File: src/rtl/oam_dma_pkg.sv
// Shared types and constants for the OAM DMA controller.
package oam_dma_pkg;

    typedef enum logic [1:0] {
        IDLE,
        PEND,
        RUN
    } dma_state_t;

    localparam int          OAM_LEN_C      = 160;
    localparam logic [15:0] DMA_REG_ADDR_C = 16'hFF46;
    localparam logic [2:0]  VRAM_PAGE_HI   = 3'b100;

endpackage

File: src/rtl/oam_dma_idx.sv
// Byte index counter for the OAM DMA: clears on start, steps per written byte,
// and holds at the last index instead of running past the transfer length.
module oam_dma_idx
    import oam_dma_pkg::*;
#(
    parameter int LEN = OAM_LEN_C
) (
    input  logic       clk,
    input  logic       reset,
    input  logic       clr,
    input  logic       en,
    output logic [7:0] idx,
    output logic       term
);

    assign term = (idx == 8'(LEN - 1));

    always_ff @(posedge clk) begin
        if (reset) begin
            idx <= '0;
        end else if (clr) begin
            idx <= '0;
        end else if (en && !term) begin
            idx <= idx + 8'd1;
        end
    end

endmodule

File: src/rtl/oam_dma.sv
// OAM DMA controller: FF46 source register, IDLE/PEND/RUN sequencer and DMA address mux.
// Optional OAM_DMA_SRC_MIRROR_EN folds source pages E0-FF onto C0-DF.
module oam_dma
    import oam_dma_pkg::*;
#(
    parameter int          OAM_LEN      = OAM_LEN_C,
    parameter logic [15:0] DMA_REG_ADDR = DMA_REG_ADDR_C
) (
    input  logic        clk,
    input  logic        reset,
    input  logic        mcyc,
    input  logic        cpu_wr,
    input  logic        cpu_rd,
    input  logic [15:0] a,
    input  logic [7:0]  d,
    output logic [7:0]  dout,
    output logic        dout_en,
    output logic        dma_run,
    output logic [15:0] dma_a,
    output logic        vram_to_oam,
    output logic        oam_addr_ndma,
    output logic        oam_wr
);

    dma_state_t state;
    logic [7:0] src_reg;
    logic [7:0] src_act;
    logic [7:0] idx;
    logic [7:0] page;
    logic       req;
    logic       reg_wr;
    logic       term;
    logic       step;
    logic       start;

    assign reg_wr = cpu_wr && (a == DMA_REG_ADDR);
    // A pending request wins over the byte write on the same boundary (restart).
    assign step   = mcyc && (state == RUN) && !req;
    assign start  = mcyc && (state == PEND) && !req;

    always_ff @(posedge clk) begin
        if (reset) begin
            state   <= IDLE;
            src_reg <= '0;
            src_act <= '0;
            req     <= 1'b0;
            dma_run <= 1'b0;
        end else begin
            if (mcyc) begin
                case (state)
                    IDLE: begin
                        if (req) begin
                            state   <= PEND;
                            src_act <= src_reg;
                            req     <= 1'b0;
                        end
                    end
                    PEND: begin
                        if (req) begin
                            src_act <= src_reg;
                            req     <= 1'b0;
                        end else begin
                            state   <= RUN;
                            dma_run <= 1'b1;
                        end
                    end
                    RUN: begin
                        if (req) begin
                            state   <= PEND;
                            src_act <= src_reg;
                            req     <= 1'b0;
                        end else if (term) begin
                            state   <= IDLE;
                            dma_run <= 1'b0;
                        end
                    end
                    default: state <= IDLE;
                endcase
            end
            // Written after the FSM so a write on an mcyc edge re-arms req.
            if (reg_wr) begin
                src_reg <= d;
                req     <= 1'b1;
            end
        end
    end

    oam_dma_idx #(.LEN(OAM_LEN)) u_idx (
        .clk   (clk),
        .reset (reset),
        .clr   (start),
        .en    (step),
        .idx   (idx),
        .term  (term)
    );

    always_comb begin
        page = src_act;
`ifdef OAM_DMA_SRC_MIRROR_EN
        if (src_act >= 8'hE0) begin
            page = src_act - 8'h20;
        end
`endif
    end

    assign dma_a         = {page, idx};
    assign vram_to_oam   = (src_act[7:5] == VRAM_PAGE_HI);
    assign oam_addr_ndma = !dma_run;
    assign oam_wr        = step && !reset;
    assign dout          = src_reg;
    assign dout_en       = cpu_rd && (a == DMA_REG_ADDR);

endmodule

File: config.mk
export PLATFORM = sky130hd
export DESIGN_NAME = oam_dma
export DESIGN_NICKNAME = d
export VERILOG_FILES = /design/src/rtl/oam_dma_pkg.sv /design/src/rtl/oam_dma_idx.sv /design/src/rtl/oam_dma.sv
export SDC_FILE = /design/constraint.sdc
export NUM_CORES = 1
export LEC_CHECK = 0
export CAP_MARGIN = 20
export CORE_ASPECT_RATIO = 1.4
export CORE_MARGIN = 2
export CORE_UTILIZATION = 30
export CTS_CLUSTER_DIAMETER = 60
export DETAILED_ROUTE_END_ITERATION = 10
export GPL_ROUTABILITY_DRIVEN = 0
export PLACE_DENSITY = 0.58
export SYNTH_ARGS = -nofsm -noshare
export SYNTH_HDL_FRONTEND = slang
export SYNTH_SLANG_ARGS = --single-unit
File: constraint.sdc
create_clock -name clk -period 2.1 [get_ports clk]
set_input_delay 0.42 -clock clk [delete_from_list [all_inputs] [get_ports clk]]
set_output_delay 0.42 -clock clk [all_outputs]
set_load 0.02 [all_outputs]
# Word-level counts from Yosys, hierarchy flattened
# Cells that the tools add are included.
word_totals:
  regBits: 28
  output_inout_bits: 29
  wordCells: 51
op_classes:
  n_addsub: 1
  eq_ne: 10
  mux: 12
  reduce_logical: 22
op_table:
  columns: ["operator", "n"]
  rows:
  - ["$eq 16x16->1 const B", 1]
  - ["$add 8x1->8 const B", 1]
  - ["$eq 8x8->1 const B", 1]
  - ["$logic_and 1x1->1", 8]
  - ["$mux 2", 4]
  - ["$mux 1", 6]
  - ["$ne 2x2->1 const B", 3]
  - ["$pmux 2 s3", 1]
  - ["$reduce_bool 2->1", 3]
  - ["$reduce_and 5->1", 1]
  - ["$logic_not 1->1", 4]
  - ["$reduce_and 4->1", 1]
  - ["$eq 3x3->1 const B", 1]
  - ["$ne 3x2->1 const B", 1]
  - ["$reduce_and 3->1", 1]
  - ["$reduce_or 3->1", 1]
  - ["$eq 2x1->1 const B", 1]
  - ["$eq 2x2->1 const B", 1]
  - ["$logic_not 2->1", 1]
  - ["$ne 2x1->1 const B", 1]
  - ["$pmux 1 s2", 1]
  - ["$reduce_and 2->1", 1]
  - ["$reduce_or 2->1", 1]

# Logic depth before layout (Yosys ltp)
# Gate-level depths: netlist of run 1.
depth:
  word_depth: 5
  ltp_mapped: 6
  depth_no_buf: 5

# Cells and area by module
# From an unflattened synthesis of run 1, not the netlist that was laid out.
hier_totals:
  hier_cells: 138
  area_unflattened_um2: 1263.7
by_module_without_submodules:
  columns: ["mod", "n_inst", "cells_per_inst", "area_each_um2", "seq_area_each_um2"]
  rows:
  - ["oam_dma", 1, 93, 849.6, 400.4]
  - ["oam_dma_idx", 1, 45, 414.1, 160.2]

# Worst setup path after synthesis of run 1
# OpenSTA, ideal clock, no wires.
synth_timing:
  path_type: "input-to-output"
  start: "input port a[0]"
  end: "output port dout_en"
  arrival_time_ps: 1710
  path_slack_ps: -30
  cell_stages: 3
  cell_sequence: "or4b_4 nor4_4 and2_1"
synth_between:
  elab_chain_cells: 2
synth_lines:
  columns: ["item", "line_no", "source"]
  rows:
  - ["from (decl)", "oam_dma.sv:14", "input logic [15:0] a,"]
  - ["$eq 16x16->1", "oam_dma.sv:111", "assign dout_en = cpu_rd && (a == DMA_REG_ADDR);"]
  - ["$logic_and 1x1->1", "oam_dma.sv:111", null]
  - ["to (decl)", "oam_dma.sv:17", "output logic dout_en,"]
# No other way between the ends.

# Final worst setup path of run 1
layout_timing:
  start: "input port a[3]"
  end: "output port dout_en"
# The elaborated chain is that of the path after synthesis.

==> flow_summary.yaml, run 1 <==
outcome:
  status: "finished with violations"
  violations: "design-rule violations"
place:
  post_dp_cell_area_um2: 1890
  port_buffers: 57
  pre_cts_slack_ns: -0.622
  hpwlAfterDp_um: 2820
yosys:
  synthesis.area_um2: 1250
  yosysSeqAreaShare: 0.448
  async_reset_ff_frac: 0
  ys_types: 36
  syn_nets: 167
  avgSynthCellArea_um2: 9.13
  netlist_instances: 137
  ys_ff_latch: 28
  synth_edf_count: 0
  ys.flop_type: "dfxtp_1"
  ys_warn_count: 0
drt:
  drt_iter0_drc: 36
  wl_per_cell_um: 14.6
  wl_um: 3530
  vias: 1241
  detail_route.vias_per_cell: 5.13
  drc_errors: 2
  drtPass1Iterations: 8
  final_antenna_net_count: 0
die:
  io_pins: 58
  die_area_um2: 4710
  initial_core_util: 0.314
  fp.dieW_um: 58.6
  die_h_um: 80.4
  core-area_um2: 3990
  row_count: 27
sta:
  fmax_mhz: 482
  grt_setup_unrepaired: "yes"
  finalClockSkew_ns: 0.00242
  post-route-period-util: 0.988
  worstMarginPinSlew_ns: 0.546
  tns_ns: 0
  timing.final.ws_setup_ns: 0.0243
  finalHoldViolations: 0
  drv_slew: 0
  whs_ns: 0.509
  setup_viol_count_final: 0
  period_minus_slack_ns: 2.08
  slew_headroom: 0.627
power:
  p_seq_frac: 0.569
  p_leak_nw: 0.782
  p_sw_mw: 0.182
  cellInternalPower_mw: 0.749
  combPwrFrac: 0.085
  p_per_area_nw_per_um2: 474
  peakVddDrop_mv: 0.232
  sw_frac_of_total: 0.196
  clock_power_share: 0.346
setup_path:
  cp_common_cell: "buf_6"
  path_cells: "buf_6, or4b_4, nor4_4, and2_4, buf_6"
  critPathKind: "in -> out"
  slowest_stage: "or4b_4"
  cp-start-kind: "primary input"
  end_kind: "output port"
  arrival_ns: 1.66
  path_buf_inv: 2
  cpPeakStageDelay_ns: 0.54
  path_delay_family: "simple AND/OR/NAND/NOR gates"
  cp_max_fo: 2
  required_ns: 1.68
clocking:
  ctsHoldBuffers: 0
  cts_buffer_depth: 2
  clock_latency_ns: 0.26
  numCtsBuffers: 3
  path_clk_slew_ns: 0.09
  cts_tree: "done"
  cts_htree_levels: 1
  cts_root_buf: "clkbuf_8"
  cts_sinks: 28
grt:
  grt_remaining_overflow: 0
  grt_pass1_wl_um: 5830
  grt_pass1_vias: 1264
  antenna_found_initial: 0
  grt_usage: 0.156
  grt_max_degree: 22
cells_and_area:
  layout_common_cells: "clkdlybuf4s50_1 (48), dfxtp_1 (28), nor2_1 (17)"
  diodes: 0
  drive_above_1_share: 0.0955
  final_common_cell: "clkdlybuf4s50_1"
  final_util: 0.493
  fill_cells: 401
  stdcell_area_um2: 1970
  area_growth_pct: 57.2
  final_nets: 230
hold_path:
  hp-class: "reg -> reg"
flow_run:
  cap_viol_max_count: 0
-- routing by layer --
layer	track usage	vias up	part of all wire
met5	0	-	0
met4	0.0205	0	0
met3	0.0435	0	0.086
met2	0.300	50	0.55
met1	0.169	574	0.37
li1	-	617	-
-- power by group through the flow --
| stage | registers, mW | logic (mW) | clock network (mW) |
|---|---|---|---|
| after floorplan | 0.543 | 0.0181 | 0 |
| after global placement | 0.543 | 0.0769 | 0 |
| after detailed placement | 0.543 | 0.0784 | 0 |
| after CTS | 0.530 | 0.0799 | 0.334 |
| after global routing | 0.531 | 0.0848 | 0.357 |
| final | 0.530 | 0.0788 | 0.322 |
-- worst reg2reg max path: cells and delay by family, from the launching register on --
family                     cells  cell delay [ns]
adders and majority gates      1             0.26
AOI/OAI and AO/OA              2             0.48
and+or+nand+nor                2             0.48
DFF                            1             0.41
-- final cells by class --
class / count / area [um2] / area share
tap: 43 / 53.8 / 0.0274
multi-input combinational: 98 / 657 / 0.334
clock buffer: 4 / 55.1 / 0.0280
sequential: 28 / 561 / 0.285
inverter: 5 / 18.8 / 0.00954
timing repair buffer: 64 / 622 / 0.316
-- kinds of logic (layout without fill, tap and decap cells) --
group / after synthesis / in the layout / share of synthesized area
AND/OR/NAND/NOR: 53 / 53 / 0.241
AO/OA/AOI/OAI: 30 / 30 / 0.152
flip-flops: 28 / 28 / 0.448
buffers and inverters: 11 / 73 / 0.0420
multiplexers: 9 / 9 / 0.0720
XOR/XNOR: 5 / 5 / 0.0350
adder cells (fa/ha/maj): 1 / 1 / 0.0100
-- synth_stat cells, drive strengths merged (2+ instances only) --
cell type | n | share of area
nand3 | 14 | 0.056
nand4 | 2 | 0.010
xnor2 | 3 | 0.021
nand2 | 7 | 0.021
a21oi | 10 | 0.040
clkbuf | 5 | 0.023
a2111oi | 2 | 0.014
or4 | 2 | 0.012
o21ai | 8 | 0.032
nor4 | 2 | 0.022
nor3b | 2 | 0.012
dfxtp | 28 | 0.45
xor2 | 2 | 0.014
inv | 5 | 0.015
nor2 | 17 | 0.051
nand4bb | 2 | 0.018
mux2i | 9 | 0.072
-- flip-flops by register name, indices dropped and copies added (netlist names) --
name	count
req	1
state	2
u_idx.idx	8
dout	8
dma_run	1
page	8
-- per-stage QoR --
step           power [mW]  cells
6_report            0.932    242
5_1_grt             0.973    242
4_1_cts             0.945    241
3_5_place_dp        0.621    237
3_3_place_gp        0.620    237
2_1_floorplan       0.561    137
-- path summary, 6_finish.rpt --
| kind | from | endpoint | slack [ns] | cells past startpoint |
|---|---|---|---|---|
| worst min register to register | u_idx.idx[1] | u_idx.idx[1] | 0.51 | 2 |
| worst max register to register | u_idx.idx[0] | dma_run | 0.33 | 5 |
| worst min-delay path | u_idx.idx[1] | u_idx.idx[1] | 0.51 | 2 |
| worst max-delay path | a[3] | dout_en | 0.02 | 5 |
-- timing repair --
| action | 4_1_cts | 5_1_grt |
|---|---|---|
| resized for setup | 15 | 9 |
| pin swaps | 3 | 4 |
| setup endpoints to repair | 10 | 1 |
| setup buffers | 0 | 1 |
Note: power is estimated with default switching activity, not from simulation.
==> run 2, diff against run 1 <==
--- a/config.mk
+++ b/config.mk
@@ -5,7 +5,7 @@
 export SDC_FILE = /design/constraint.sdc
 export NUM_CORES = 1
 export LEC_CHECK = 0
-export CAP_MARGIN = 20
+export CAP_MARGIN = 10
 export CORE_ASPECT_RATIO = 1.4
 export CORE_MARGIN = 2
 export CORE_UTILIZATION = 30
==> constraint.sdc (replaced) <==
create_clock -name clk -period 2.55 [get_ports clk]
set_input_delay 0.51 -clock clk [delete_from_list [all_inputs] [get_ports clk]]
set_output_delay 0.51 -clock clk [all_outputs]
set_load 0.02 [all_outputs]
==> run 2 against run 1 <==
The run still ends with design-rule violations left. Largest power group unchanged. Sequential share of layout area grew 0.55 points. Die area is the same. Hold slack lost 0.0082 ns. Clock-buffer cell count is the same. Non-clock buffer count shrank 2.
==> flow_summary.yaml, run 2 (synthesis results as in run 1) <==
die:
  core-area_um2: 3990
  die_area_um2: 4710
  io_pins: 58
  initial_core_util: 0.314
  row_count: 27
  die_h_um: 80.4
  fp.dieW_um: 58.6
clocking:
  numCtsBuffers: 3
  cts_sinks: 28
  cts_htree_levels: 1
  cts_root_buf: "clkbuf_8"
  ctsHoldBuffers: 0
  path_clk_slew_ns: 0.09
  cts_setup_buffers: 0
  clock_latency_ns: 0.27
  cts_tree: "done"
  cts_buffer_depth: 2
power:
  p_per_area_nw_per_um2: 397
  p_total_mw: 0.767
  p_sw_mw: 0.149
  combPwrFrac: 0.083
  p_seq_frac: 0.570
  cellInternalPower_mw: 0.618
  peakVddDrop_mv: 0.225
  p_leak_nw: 0.731
  clock_power_share: 0.347
  sw_frac_of_total: 0.194
hold_path:
  worstHoldStart: "dout[5]"
  hold_end: "dout[5]"
  hp-class: "reg -> reg"
  worstHoldPathCells: 2
sta:
  post-route-period-util: 0.956
  drv_slew: 0
  period_minus_slack_ns: 2.44
  tns_ns: 0
  worstMarginPinSlew_ns: 0.607
  finalClockSkew_ns: 0.00279
  grt_setup_unrepaired: "no"
  timing.final.ws_setup_ns: 0.113
  fmax_mhz: 410
  setup_viol_count_final: 0
  finalHoldViolations: 0
  whs_ns: 0.501
  slew_headroom: 0.595
drt:
  wl_per_cell_um: 14.2
  wl_um: 3400
  detail_route.vias_per_cell: 5.22
  drtPass1Iterations: 7
  vias: 1252
  drt_iter0_drc: 42
  final_antenna_net_count: 0
  drc_errors: 2
setup_path:
  r2r-start: "u_idx.idx[0]"
  rrSetupSlack_ns: 0.81
  arrival_ns: 1.93
  r2r-end: "u_idx.idx[3]"
  cp_max_fo: 2
  r2r_cells: 5
  end_kind: "output port"
  cp-start-kind: "primary input"
  critPathKind: "in -> out"
  required_ns: 2.04
cells_and_area:
  layout_common_cells: "clkdlybuf4s50_1 (56), dfxtp_1 (28), nor2_1 (17)"
  final_common_cell: "clkdlybuf4s50_1"
  final_nets: 228
  diodes: 0
  final_util: 0.484
  stdcell_area_um2: 1930
  drive_above_1_share: 0.0609
  instances_no_fill: 240
  area_growth_pct: 54.2
place:
  post_dp_cell_area_um2: 1880
  pre_cts_slack_ns: -0.488
  port_buffers: 57
  dp_cells: 236
  hpwlAfterDp_um: 2800
grt:
  grt_usage: 0.151
  grt_pass1_vias: 1323
  antenna_found_initial: 0
  grt_pass1_wl_um: 5540
  grt_remaining_overflow: 0
  grt_max_degree: 22
outcome:
  status: "finished with violations"
  violations: "design-rule violations"
flow_run:
  cap_viol_max_count: 0
run 2: changes by cell type in the layout (fill, tap and decap cells not counted), sizes merged:
cell,before,now
dlymetal6s2s,3,0
clkdlybuf4s15,1,0
dlygate4sd2,1,0
buf,9,6
clkbuf,6,4
clkdlybuf4s50,48,56
run 2: routing by layer:
metal / up-vias / GRT usage / share of wire
li1: 623 / - / -
met1: 578 / 0.147 / 0.36
met3: 6 / 0.0386 / 0.071
met4: 0 / 0.0500 / 0.013
met5: - / 0 / 0
met2: 45 / 0.297 / 0.55
run 2: cell type report:
type                    instances  area, um2
repair buffers                 62        603
fillers                       415       2060
inverters                       5       18.8
clock buffers                   4       55.1
multi-input cells              98        638
well taps                      43       53.8
flip-flops and latches         28        561
run 2: worst max-delay path: stages:
cell,delay (ns)
clkdlybuf4s50_1,0.40
or4b_4,0.55
nor4_4,0.16
and2_1,0.15
buf_2,0.15
run 2: how the worst max path moves through the flow:
stage                     cells past startpoint  from  endpoint
after global routing                          5  a[3]   dout_en
after floorplan                               3  a[0]   dout_en
after CTS                                     5  a[3]   dout_en
final                                         5  a[0]   dout_en
after detailed placement                      5  a[3]   dout_en
after global placement                        5  a[0]   dout_en
run 2: timing repair:
item,in CTS,in global routing
setup endpoints to repair,1,0
resized for setup,4,0
endpoints found under the hold margin,0,0
run 2: power by group through the flow:
stage | Combinational, mW | Sequential, mW | Clock (mW)
detailed placement | 0.0643 | 0.447 | 0
global placement | 0.0632 | 0.447 | 0
finish | 0.0640 | 0.437 | 0.266
floorplan | 0.0149 | 0.447 | 0
CTS | 0.0645 | 0.437 | 0.276
global route | 0.0690 | 0.437 | 0.289
==> run 3, diff against run 2 <==
--- a/config.mk
+++ b/config.mk
@@ -6,13 +6,16 @@
 export NUM_CORES = 1
 export LEC_CHECK = 0
 export CAP_MARGIN = 10
+export CELL_PAD_IN_SITES_DETAIL_PLACEMENT = 0
+export CELL_PAD_IN_SITES_GLOBAL_PLACEMENT = 2
 export CORE_ASPECT_RATIO = 1.4
 export CORE_MARGIN = 2
-export CORE_UTILIZATION = 30
+export CORE_UTILIZATION = 24
 export CTS_CLUSTER_DIAMETER = 60
 export DETAILED_ROUTE_END_ITERATION = 10
 export GPL_ROUTABILITY_DRIVEN = 0
-export PLACE_DENSITY = 0.58
+export PLACE_DENSITY = 0.8
+export SLEW_MARGIN = 15
 export SYNTH_ARGS = -nofsm -noshare
 export SYNTH_HDL_FRONTEND = slang
 export SYNTH_SLANG_ARGS = --single-unit
==> run 3 against run 2 <==
The run now ends clean. Sequential share of layout area fell by 0.26 points. Worst setup slack improved by 0.011 ns. Sequential power barely moved. Core utilization fell by 10 points. Combinational power barely moved. First-iteration DRC count fell by 14%. Largest cell class unchanged. Register-to-register slack barely moved. Critical path type unchanged. Clock power fell by 13%. Hold slack got worse by 0.0030 ns. Cell count rose by 9.2%.
==> flow_summary.yaml, run 3 (synthesis results as in run 1) <==
drt:
  drt_iter0_drc: 36
  wl_um: 3240
  wl_per_cell_um: 12.4
  detail_route.vias_per_cell: 4.67
  final_antenna_net_count: 0
  drc_errors: 0
  drtPass1Iterations: 4
  vias: 1223
sta:
  finalClockSkew_ns: 0.00398
  slew_headroom: 0.593
  setup_viol_count_final: 0
  period_minus_slack_ns: 2.43
  fmax_mhz: 412
  grt_setup_unrepaired: "no"
  worstMarginPinSlew_ns: 0.595
  post-route-period-util: 0.951
  drv_slew: 0
  finalHoldViolations: 0
  timing.final.ws_setup_ns: 0.125
grt:
  met3_usage: 0.0277
  grt_pass1_vias: 1203
  grt_pass1_wl_um: 5310
  use_met1: 0.129
  grt_usage: 0.117
  antenna_found_initial: 0
  grt_most_used_layer: "met2"
  met2_usage: 0.214
  grt_max_degree: 22
  grt_remaining_overflow: 0
cells_and_area:
  stdcell_area_um2: 1950
  final_util: 0.380
  final_common_cell: "clkdlybuf4s50_1"
  area_growth_pct: 55.6
  drive_above_1_share: 0.0561
  fill_cells: 551
  layout_common_cells: "clkdlybuf4s50_1 (56), dfxtp_1 (28), nor2_1 (17)"
  diodes: 0
  final_nets: 228
setup_path:
  required_ns: 2.04
  critPathKind: "in -> out"
  arrival_ns: 1.92
  cp_max_fo: 2
  rrSetupSlack_ns: 0.80
  cp-start-kind: "primary input"
  end_kind: "output port"
clocking:
  clock_latency_ns: 0.27
  cts_htree_levels: 1
  cts_sinks: 28
  cts_tree: "done"
  cts_buffer_depth: 2
  numCtsBuffers: 3
  cts_root_buf: "clkbuf_8"
  cts_setup_buffers: 0
  path_clk_slew_ns: 0.09
power:
  p_seq_frac: 0.597
  p_sw_mw: 0.146
  p_total_mw: 0.732
  clock_power_share: 0.316
  p_leak_nw: 0.724
  combPwrFrac: 0.088
  cellInternalPower_mw: 0.586
  peakVddDrop_mv: 0.168
  sw_frac_of_total: 0.200
  p_per_area_nw_per_um2: 376
place:
  port_buffers: 57
  post_dp_cell_area_um2: 1910
  pre_cts_slack_ns: -0.495
  hpwlAfterDp_um: 2600
die:
  initial_core_util: 0.244
  core-area_um2: 5120
  io_pins: 58
  fp.dieW_um: 65.0
  die_area_um2: 5820
  die_h_um: 89.4
  row_count: 31
hold_path:
  hp-class: "reg -> reg"
flow_run:
  cap_viol_max_count: 0
outcome:
  status: "completed"
==> run 3: power by group through the flow <==
stage / sequential [mW] / clock (mW) / combinational, mW
2_1_floorplan: 0.447 / 0 / 0.0149
3_3_place_gp: 0.447 / 0 / 0.0641
3_5_place_dp: 0.447 / 0 / 0.0647
4_1_cts: 0.437 / 0.245 / 0.0649
5_1_grt: 0.437 / 0.258 / 0.0693
6_report: 0.437 / 0.231 / 0.0642
==> run 3: layout make-up <==
type | count | area, um2 | area share
timing repair buffer | 62 | 606 | 0.311
inverter | 5 | 18.8 | 0.00964
multi-input combinational | 98 | 638 | 0.328
sequential | 28 | 561 | 0.288
tap | 66 | 82.6 | 0.0424
clock buffer | 3 | 41.3 | 0.0212
==> run 3: final timing paths <==
check	cells past startpoint	endpoint	startpoint
max	5	dout_en	a[0]
min	2	dout[0]	dout[0]
max reg2reg	5	u_idx.idx[3]	u_idx.idx[0]
min reg2reg	2	dout[0]	dout[0]
==> run 3: layer usage <==
layer  share of wire  vias up
li1                -      618
met1            0.41      556
met2            0.50       47
met3           0.074        2
met4          0.0093        0
met5               0        -
==> run 3: stage by stage <==
stage	hold slack (ns)	std cells	setup TNS (ns)
2_1_floorplan	0.491	137	0
3_3_place_gp	0.477	259	-0.480
3_5_place_dp	0.493	259	-0.755
4_1_cts	0.507	262	0
5_1_grt	0.527	262	0
6_report	0.498	262	0
==> run 3: critical path, stage by stage <==
cell             delay, ns
clkdlybuf4s50_1       0.41
or4b_4                0.55
nor4_4                0.15
and2_1                0.16
buf_4                 0.13
==> run 3: timing repair <==
item                                    in CTS  in global routing
hold endpoints to repair                     0                  0
gates resized for setup                      5                  0
endpoints found under the setup margin       1                  0
hold buffers                                 0                  0
